### src/rtl/serial_tx_device_pkg.sv
// Shared definitions for the memory-mapped 8N1 serial transmitter:
// FSM state encoding, control/status bit positions and register offsets.
package serial_tx_device_pkg;

    typedef enum logic [1:0] {
        ST_IDLE  = 2'd0,
        ST_START = 2'd1,
        ST_DATA  = 2'd2,
        ST_STOP  = 2'd3
    } tx_state_e;

    // Control/status register bit positions
    localparam int CTRL_RDY_BIT  = 0;
    localparam int CTRL_OVF_BIT  = 2;
    localparam int CTRL_BUSY_BIT = 4;
    localparam int CTRL_IE_BIT   = 8;

    // Control register sits this far above the data register
    localparam logic [31:0] CTRL_OFFSET = 32'h100;

endpackage

### src/rtl/serial_tx_device_if.sv
// Processor-bus view of the transmitter. The shared tri-state DBUS is split
// into its two directions: DBUS carries CPU write data towards the device,
// DBUS_O/DBUS_OE carry read data back; the bus buffer drives the shared wire
// from DBUS_O only while DBUS_OE is high and leaves it hi-Z otherwise.
interface serial_tx_device_if #(
    parameter int BITS = 32
);
    logic [BITS-1:0] ABUS;
    logic [BITS-1:0] DBUS;
    logic            WE;
    logic            FLUSH;
    logic [BITS-1:0] DBUS_O;
    logic            DBUS_OE;

    modport master (
        output ABUS, DBUS, WE, FLUSH,
        input  DBUS_O, DBUS_OE
    );

    modport slave (
        input  ABUS, DBUS, WE, FLUSH,
        output DBUS_O, DBUS_OE
    );
endinterface

### src/rtl/serial_tx_device_tx_fifo.sv
// tx_fifo: small synchronous FIFO holding bytes waiting to be serialised.
// A push while full is accepted when a pop happens in the same cycle.
module serial_tx_device_tx_fifo #(
    parameter int AW = 2,
    parameter int W  = 8
) (
    input  logic          clk_i,
    input  logic          rst_i,
    input  logic          push_i,
    input  logic          pop_i,
    input  logic [W-1:0]  din_i,
    output logic [W-1:0]  dout_o,
    output logic          full_o,
    output logic          empty_o,
    output logic [AW:0]   count_o
);
    localparam int DEPTH = 1 << AW;

    logic [W-1:0]  mem_q [DEPTH];
    logic [AW-1:0] wr_ptr_q, rd_ptr_q;
    logic [AW:0]   count_q;
    logic          do_push, do_pop;

    assign empty_o = (count_q == '0);
    assign full_o  = (count_q == (AW+1)'(DEPTH));
    assign count_o = count_q;
    assign dout_o  = mem_q[rd_ptr_q];
    assign do_pop  = pop_i & ~empty_o;
    assign do_push = push_i & (~full_o | do_pop);

    // Pointers wrap naturally modulo DEPTH; count tracks occupancy
    always_ff @(posedge clk_i) begin
        if (rst_i) begin
            wr_ptr_q <= '0;
            rd_ptr_q <= '0;
            count_q  <= '0;
        end else begin
            if (do_push) wr_ptr_q <= wr_ptr_q + 1'b1;
            if (do_pop)  rd_ptr_q <= rd_ptr_q + 1'b1;
            case ({do_push, do_pop})
                2'b10:   count_q <= count_q + 1'b1;
                2'b01:   count_q <= count_q - 1'b1;
                default: ;
            endcase
        end
    end

    // Storage array, contents need no reset
    always_ff @(posedge clk_i) begin
        if (do_push) mem_q[wr_ptr_q] <= din_i;
    end
endmodule

### src/rtl/serial_tx_device.sv
// Memory-mapped 8N1 UART transmitter. CPU stores bytes to the data register,
// they queue in tx_fifo and are sent LSB-first on TXD. The control register
// exposes ready/overrun/busy and the interrupt enable.
module serial_tx_device
    import serial_tx_device_pkg::*;
#(
    parameter int              BITS         = 32,
    parameter logic [BITS-1:0] BASE         = 32'hF0000040,
    parameter int              CLKS_PER_BIT = 434,
    parameter int              FIFO_AW      = 2
) (
    input  logic                 CLK,
    input  logic                 RESET,
    serial_tx_device_if.slave    bus,
    output logic                 INTR,
    output logic                 TXD,
    output logic [FIFO_AW+5:0]   DEBUG
);
    localparam int              BW        = (CLKS_PER_BIT > 1) ? $clog2(CLKS_PER_BIT) : 1;
    localparam logic [BW-1:0]   RELOAD    = BW'(CLKS_PER_BIT - 1);
    localparam logic [BITS-1:0] CTRL_ADDR = BASE + BITS'(CTRL_OFFSET);

    tx_state_e       state_q;
    logic [BW-1:0]   baud_q;
    logic [2:0]      bit_q;
    logic [7:0]      shift_q;
    logic            txd_q;
    logic            ie_q, ovf_q;

    logic            sel_data, sel_ctrl, wr_data, wr_ctrl, rd_en;
    logic            fifo_full, fifo_empty, pop, overrun, baud_done, rdy, busy;
    logic [7:0]      fifo_dout;
    logic [FIFO_AW:0] count;
    logic [BITS-1:0] ctrl_word;
    logic            unused_dbus;

    assign sel_data  = (bus.ABUS == BASE) & ~bus.FLUSH;
    assign sel_ctrl  = (bus.ABUS == CTRL_ADDR) & ~bus.FLUSH;
    assign wr_data   = bus.WE & sel_data;
    assign wr_ctrl   = bus.WE & sel_ctrl;
    assign rd_en     = ~bus.WE & (sel_data | sel_ctrl);
    assign baud_done = (baud_q == '0);
    // Pop when idle, or at the last stop-bit cycle so frames run back to back
    assign pop       = ~fifo_empty & ((state_q == ST_IDLE) | ((state_q == ST_STOP) & baud_done));
    assign overrun   = wr_data & fifo_full & ~pop;
    assign rdy       = ~fifo_full;
    assign busy      = (state_q != ST_IDLE) | ~fifo_empty;
    assign unused_dbus = ^bus.DBUS[BITS-1:9];

    serial_tx_device_tx_fifo #(.AW(FIFO_AW), .W(8)) u_tx_fifo (
        .clk_i   (CLK),
        .rst_i   (RESET),
        .push_i  (wr_data),
        .pop_i   (pop),
        .din_i   (bus.DBUS[7:0]),
        .dout_o  (fifo_dout),
        .full_o  (fifo_full),
        .empty_o (fifo_empty),
        .count_o (count)
    );

    // Read-data mux: data register returns occupancy, control returns status
    always_comb begin
        ctrl_word                = '0;
        ctrl_word[CTRL_RDY_BIT]  = rdy;
        ctrl_word[CTRL_OVF_BIT]  = ovf_q;
        ctrl_word[CTRL_BUSY_BIT] = busy;
        ctrl_word[CTRL_IE_BIT]   = ie_q;
        bus.DBUS_OE = rd_en;
        bus.DBUS_O  = '0;
        if (rd_en && sel_data)      bus.DBUS_O = BITS'(count);
        else if (rd_en && sel_ctrl) bus.DBUS_O = ctrl_word;
    end

    // Control register: IE written directly, OVF sticky until cleared by a ctrl write
    always_ff @(posedge CLK) begin
        if (RESET) begin
            ie_q  <= 1'b0;
            ovf_q <= 1'b0;
        end else if (wr_ctrl) begin
            ie_q <= bus.DBUS[CTRL_IE_BIT];
            if (!bus.DBUS[CTRL_OVF_BIT]) ovf_q <= 1'b0;
        end else if (overrun) begin
            ovf_q <= 1'b1;
        end
    end

    // Frame FSM with baud counter, shift register and registered TXD
    always_ff @(posedge CLK) begin
        if (RESET) begin
            state_q <= ST_IDLE;
            baud_q  <= '0;
            bit_q   <= '0;
            shift_q <= '0;
            txd_q   <= 1'b1;
        end else begin
            case (state_q)
                ST_IDLE: begin
                    txd_q <= 1'b1;
                    if (pop) begin
                        shift_q <= fifo_dout;
                        baud_q  <= RELOAD;
                        txd_q   <= 1'b0;
                        state_q <= ST_START;
                    end
                end
                ST_START: begin
                    if (baud_done) begin
                        baud_q  <= RELOAD;
                        bit_q   <= '0;
                        txd_q   <= shift_q[0];
                        state_q <= ST_DATA;
                    end else begin
                        baud_q <= baud_q - 1'b1;
                    end
                end
                ST_DATA: begin
                    if (baud_done) begin
                        baud_q <= RELOAD;
                        if (bit_q == 3'd7) begin
                            txd_q   <= 1'b1;
                            state_q <= ST_STOP;
                        end else begin
                            bit_q   <= bit_q + 1'b1;
                            shift_q <= {1'b0, shift_q[7:1]};
                            txd_q   <= shift_q[1];
                        end
                    end else begin
                        baud_q <= baud_q - 1'b1;
                    end
                end
                ST_STOP: begin
                    if (baud_done) begin
                        if (pop) begin
                            shift_q <= fifo_dout;
                            baud_q  <= RELOAD;
                            txd_q   <= 1'b0;
                            state_q <= ST_START;
                        end else begin
                            txd_q   <= 1'b1;
                            state_q <= ST_IDLE;
                        end
                    end else begin
                        baud_q <= baud_q - 1'b1;
                    end
                end
                default: state_q <= ST_IDLE;
            endcase
        end
    end

    assign TXD   = txd_q;
    assign INTR  = ie_q & rdy;
    assign DEBUG = {state_q, count, ovf_q, ie_q, txd_q};
endmodule

### src/flat_wrapper.sv
// flat-port wrapper written by rule: the top's interface ports become plain ports
module serial_tx_device_flat import serial_tx_device_pkg::*;
#(
    parameter int              BITS         = 32,
    parameter logic [BITS-1:0] BASE         = 32'hF0000040,
    parameter int              CLKS_PER_BIT = 434,
    parameter int              FIFO_AW      = 2
)
  (CLK, RESET, INTR, TXD, DEBUG, bus_ABUS, bus_DBUS, bus_WE, bus_FLUSH, bus_DBUS_O, bus_DBUS_OE);
  serial_tx_device_if #(.BITS(BITS)) bus_i ();
  input  logic CLK;
  input  logic RESET;
  output logic INTR;
  output logic TXD;
  output logic [FIFO_AW+5:0] DEBUG;
  input wire logic [$bits(bus_i.ABUS)-1:0] bus_ABUS;
  input wire logic [$bits(bus_i.DBUS)-1:0] bus_DBUS;
  input wire logic [$bits(bus_i.WE)-1:0] bus_WE;
  input wire logic [$bits(bus_i.FLUSH)-1:0] bus_FLUSH;
  output wire logic [$bits(bus_i.DBUS_O)-1:0] bus_DBUS_O;
  output wire logic [$bits(bus_i.DBUS_OE)-1:0] bus_DBUS_OE;
  assign bus_i.ABUS = bus_ABUS;
  assign bus_i.DBUS = bus_DBUS;
  assign bus_i.WE = bus_WE;
  assign bus_i.FLUSH = bus_FLUSH;
  assign bus_DBUS_O = bus_i.DBUS_O;
  assign bus_DBUS_OE = bus_i.DBUS_OE;
  serial_tx_device #(.BITS(BITS), .BASE(BASE), .CLKS_PER_BIT(CLKS_PER_BIT), .FIFO_AW(FIFO_AW)) u_core (.CLK(CLK), .RESET(RESET), .bus(bus_i), .INTR(INTR), .TXD(TXD), .DEBUG(DEBUG));
endmodule
### config.mk
export PLATFORM = sky130hd
export DESIGN_NAME = serial_tx_device_flat
export DESIGN_NICKNAME = d
export VERILOG_FILES = /design/src/rtl/serial_tx_device_pkg.sv /design/src/rtl/serial_tx_device_if.sv /design/src/rtl/serial_tx_device_tx_fifo.sv /design/src/rtl/serial_tx_device.sv /design/src/flat_wrapper.sv
export SDC_FILE = /design/constraint.sdc
export NUM_CORES = 1
export LEC_CHECK = 0
export CAP_MARGIN = 20
export CELL_PAD_IN_SITES_DETAIL_PLACEMENT = 0
export CELL_PAD_IN_SITES_GLOBAL_PLACEMENT = 1
export CORE_MARGIN = 5
export CORE_UTILIZATION = 51
export DETAILED_ROUTE_END_ITERATION = 8
export DONT_BUFFER_PORTS = 1
export PLACE_DENSITY = 0.83
export SLEW_MARGIN = 20
export SYNTH_ARGS = -nofsm -noshare
export SYNTH_HDL_FRONTEND = slang
export SYNTH_SLANG_ARGS = --single-unit
### constraint.sdc
create_clock -name CLK -period 7.1 [get_ports CLK]
set_input_delay 0.355 -clock CLK [delete_from_list [all_inputs] [get_ports CLK]]
set_output_delay 0.355 -clock CLK [all_outputs]
set_load 0.05 [all_outputs]
==> results.ini <==
[outcome]
status = finished clean

[flow_run]
drv_cap = 0

[worst_setup_path]
start_kind = flip-flop
r2r_cells = 12
max_stage_delay_ps = 710
crit_arrival_ps = 3930
worstSetupEndpointType = flip-flop
crit_buf_inv = 3
required_ps = 7400
crit_fanout = 5
cp_cell_sequence = inv_1 -> ha_1 -> or4b_2 -> o21ai_0 -> nor2_1 -> inv_1 -> ha_1 -> inv_1 -> fa_1 -> xor2_1 -> or3_1 -> a21oi_1
path_common_cell = inv_1
cp_num_cells = 12
crit_family = simple AND/OR/NAND/NOR gates
cpMaxStageDelayCell = dfxtp_1
crit_type = reg2reg

[grt]
grt_first_pass_wirelength_mm = 11.5
track_usage = 0.169
grt_max_degree = 32
antenna_found_initial = 0
first_global_vias = 2398
grt-ovfl-total = 0

[synth]
ys_seq_elements = 66
synth_area_mm2 = 0.00352
yosys-top-cells-area = edfxtp_1, dfxtp_1, buf_4
ys_seq_area_frac = 0.467
synth_cell_types = 52
yosysMostFrequentCell = dfxtp_1
yosys-top-cells-count = dfxtp_1, edfxtp_1, buf_4, a21oi_1, o21ai_0
ys_warn_count = 0
ys.flop_type = dfxtp_1
post_synth.cell_area_avg_um2 = 10.4
synthArstFlopShare = 0
synth_top_area_share = 0.273
synth.largest_area_cell = edfxtp_1
synth_edf_count = 32
syn_inst = 339

[timing]
tns_ps = 0
slew_headroom = 0.270
max_freq_ghz = 0.276
fin_crit_sh = 0.511
setup_viol = 0
finClkSkew_ps = 8.07
tightest_slew_ps = 1090
hold_viol_final = 0
rsz0062_at_grt = false
report.final.slew_viol_count = 0
layout_min_cycle_time_ps = 3630

[layout]
fin_cells = 420
fin_nets = 417
num-fill-cells = 595
area_delta_synth_final_pct = 4.23
layout-drive-gt1-share = 0.118
antenna_cells = 0

[detailed_routing]
via_per_inst = 5.86
drc_errors = 0
first_iter_violations = 154
vias = 2461
detail_route.wl_per_cell_um = 16.5
antenna_left = 0
wirelength_mm = 6.91
first_pass_iters = 4

[clock_network]
cts_buffers = 9
clock_latency_ps = 360
cts_setup_buffers = 0
clk_pin_slew_ps = 80
cts-hold-fix-buffers = 0
cts.sinks = 66
cts_tree = yes
cts-root-buf = clkbuf_8
htree_levels = 3
cts_resized = 0
clk_path_buf_depth = 2

[place]
port_buffers = 0
dp_hpwl_mm = 4.92
gp_congestion = 0.812
dpl.cell_count = 404

[worst_hold_path]
holdCritPathClass = in2reg
hold_path_depth = 1

[power]
p_leak_uw = 0.00130
p_total_uw = 931
peakVddDrop_mv = 0.261
power_density_mw_per_mm2 = 254

[floorplanning]
dieArea_mm2 = 0.00866
rows = 30
initial_core_util = 0.521
fp.dieH_um = 93.1
io_pins = 111
coreArea_mm2 = 0.00676
die_x_um = 93.1

[per-stage QoR]
stage | instance area (um2) | hold slack, ps | util | setup WS [ps]
finish | 3670 | 57.3 | 0.543 | 3470
global route | 3670 | 40.0 | 0.543 | 3190
CTS | 3670 | 50.8 | 0.543 | 3470
detailed placement | 3460 | 432 | 0.512 | 3500
global placement | 3460 | 429 | 0.512 | 3520
floorplan | 3620 | 449 | - | 3800
[routing by layer]
metal | track usage | share of wire | routed length, um
met1 | 0.219 | 0.46 | 3180
met2 | 0.264 | 0.47 | 3220
met3 | 0.0571 | 0.065 | 450
met4 | 0.0586 | 0.0090 | 62
met5 | 0 | 0 | 0
[layout make-up]
| cell class | count | area, um2 | share of cell area |
|---|---|---|---|
| Sequential cell | 66 | 1640 | 0.448 |
| Multi-Input combinational cell | 236 | 1630 | 0.444 |
| Clock buffer | 9 | 124 | 0.0338 |
| Tap cell | 80 | 100 | 0.0273 |
| Clock inverter | 7 | 83.8 | 0.0229 |
| Inverter | 20 | 75.1 | 0.0205 |
| Timing Repair Buffer | 2 | 15.0 | 0.00409 |
[power by group]
part	switching (uW)	internal (uW)	total, uW
Combinational	118	44.5	163
Sequential	28.0	407	435
Clock	165	169	334
Total	311	620	931
[registers in the layout (all words and copies together) (netlist names), named ones only]
| name | cells |
|---|---|
| u_core.u_tx_fifo.rd_ptr_q | 2 |
| u_core.ie_q | 1 |
| u_core.state_q | 2 |
| u_core.bit_q | 3 |
| u_core.ovf_q | 1 |
| u_core.u_tx_fifo.mem_q | 32 |
| u_core.u_tx_fifo.wr_ptr_q | 2 |
| u_core.shift_q | 8 |
| u_core.baud_q | 9 |
| u_core.TXD | 1 |
| u_core.u_tx_fifo.count_o | 3 |
[kinds of logic after synthesis]
logic type | share of synthesized area
adders and majority gates | 0.0519
AOI/OAI and AO/OA | 0.136
buffers and inverters | 0.102
xor gates and xnor gates | 0.00747
DFF | 0.467
muxes | 0.0797
and+or+nand+nor | 0.156
other | 0.00107
[final timing paths]
kind         slack (ps)                                       end                            from
max                3470  u_core.u_tx_fifo.count_o[2]$_SDFFE_PP0P_  u_core.state_q[0]$_SDFFE_PP0P_
min                  60  u_core.u_tx_fifo.count_o[0]$_SDFFE_PP0P_                           RESET
max reg2reg        3470  u_core.u_tx_fifo.count_o[2]$_SDFFE_PP0P_  u_core.state_q[0]$_SDFFE_PP0P_
min reg2reg         470            u_core.shift_q[6]$_SDFFE_PP0P_  u_core.shift_q[6]$_SDFFE_PP0P_
[cells in the final DEF (no fill, tap or decap), types with 4 or more instances in the layout]
| cell | synthesis | final |
|---|---|---|
| nor4_1 | 9 | 8 |
| and3_1 | 8 | 8 |
| nor3_1 | 10 | 9 |
| o31ai_1 | 4 | 4 |
| clkbuf_8 | 0 | 9 |
| conb_1 | 1 | 27 |
| mux2i_1 | 10 | 10 |
| or3_1 | 8 | 8 |
| nor2_1 | 20 | 20 |
| nand2_1 | 10 | 10 |
| mux4_2 | 8 | 8 |
| nand3_1 | 8 | 8 |
| edfxtp_1 | 32 | 32 |
| dfxtp_1 | 34 | 34 |
| o21ai_0 | 23 | 23 |
| nand2b_1 | 4 | 4 |
| ha_1 | 13 | 13 |
| a311oi_1 | 5 | 5 |
| inv_1 | 19 | 19 |
| a21oi_1 | 27 | 27 |
(Power assumes the default switching activity.)
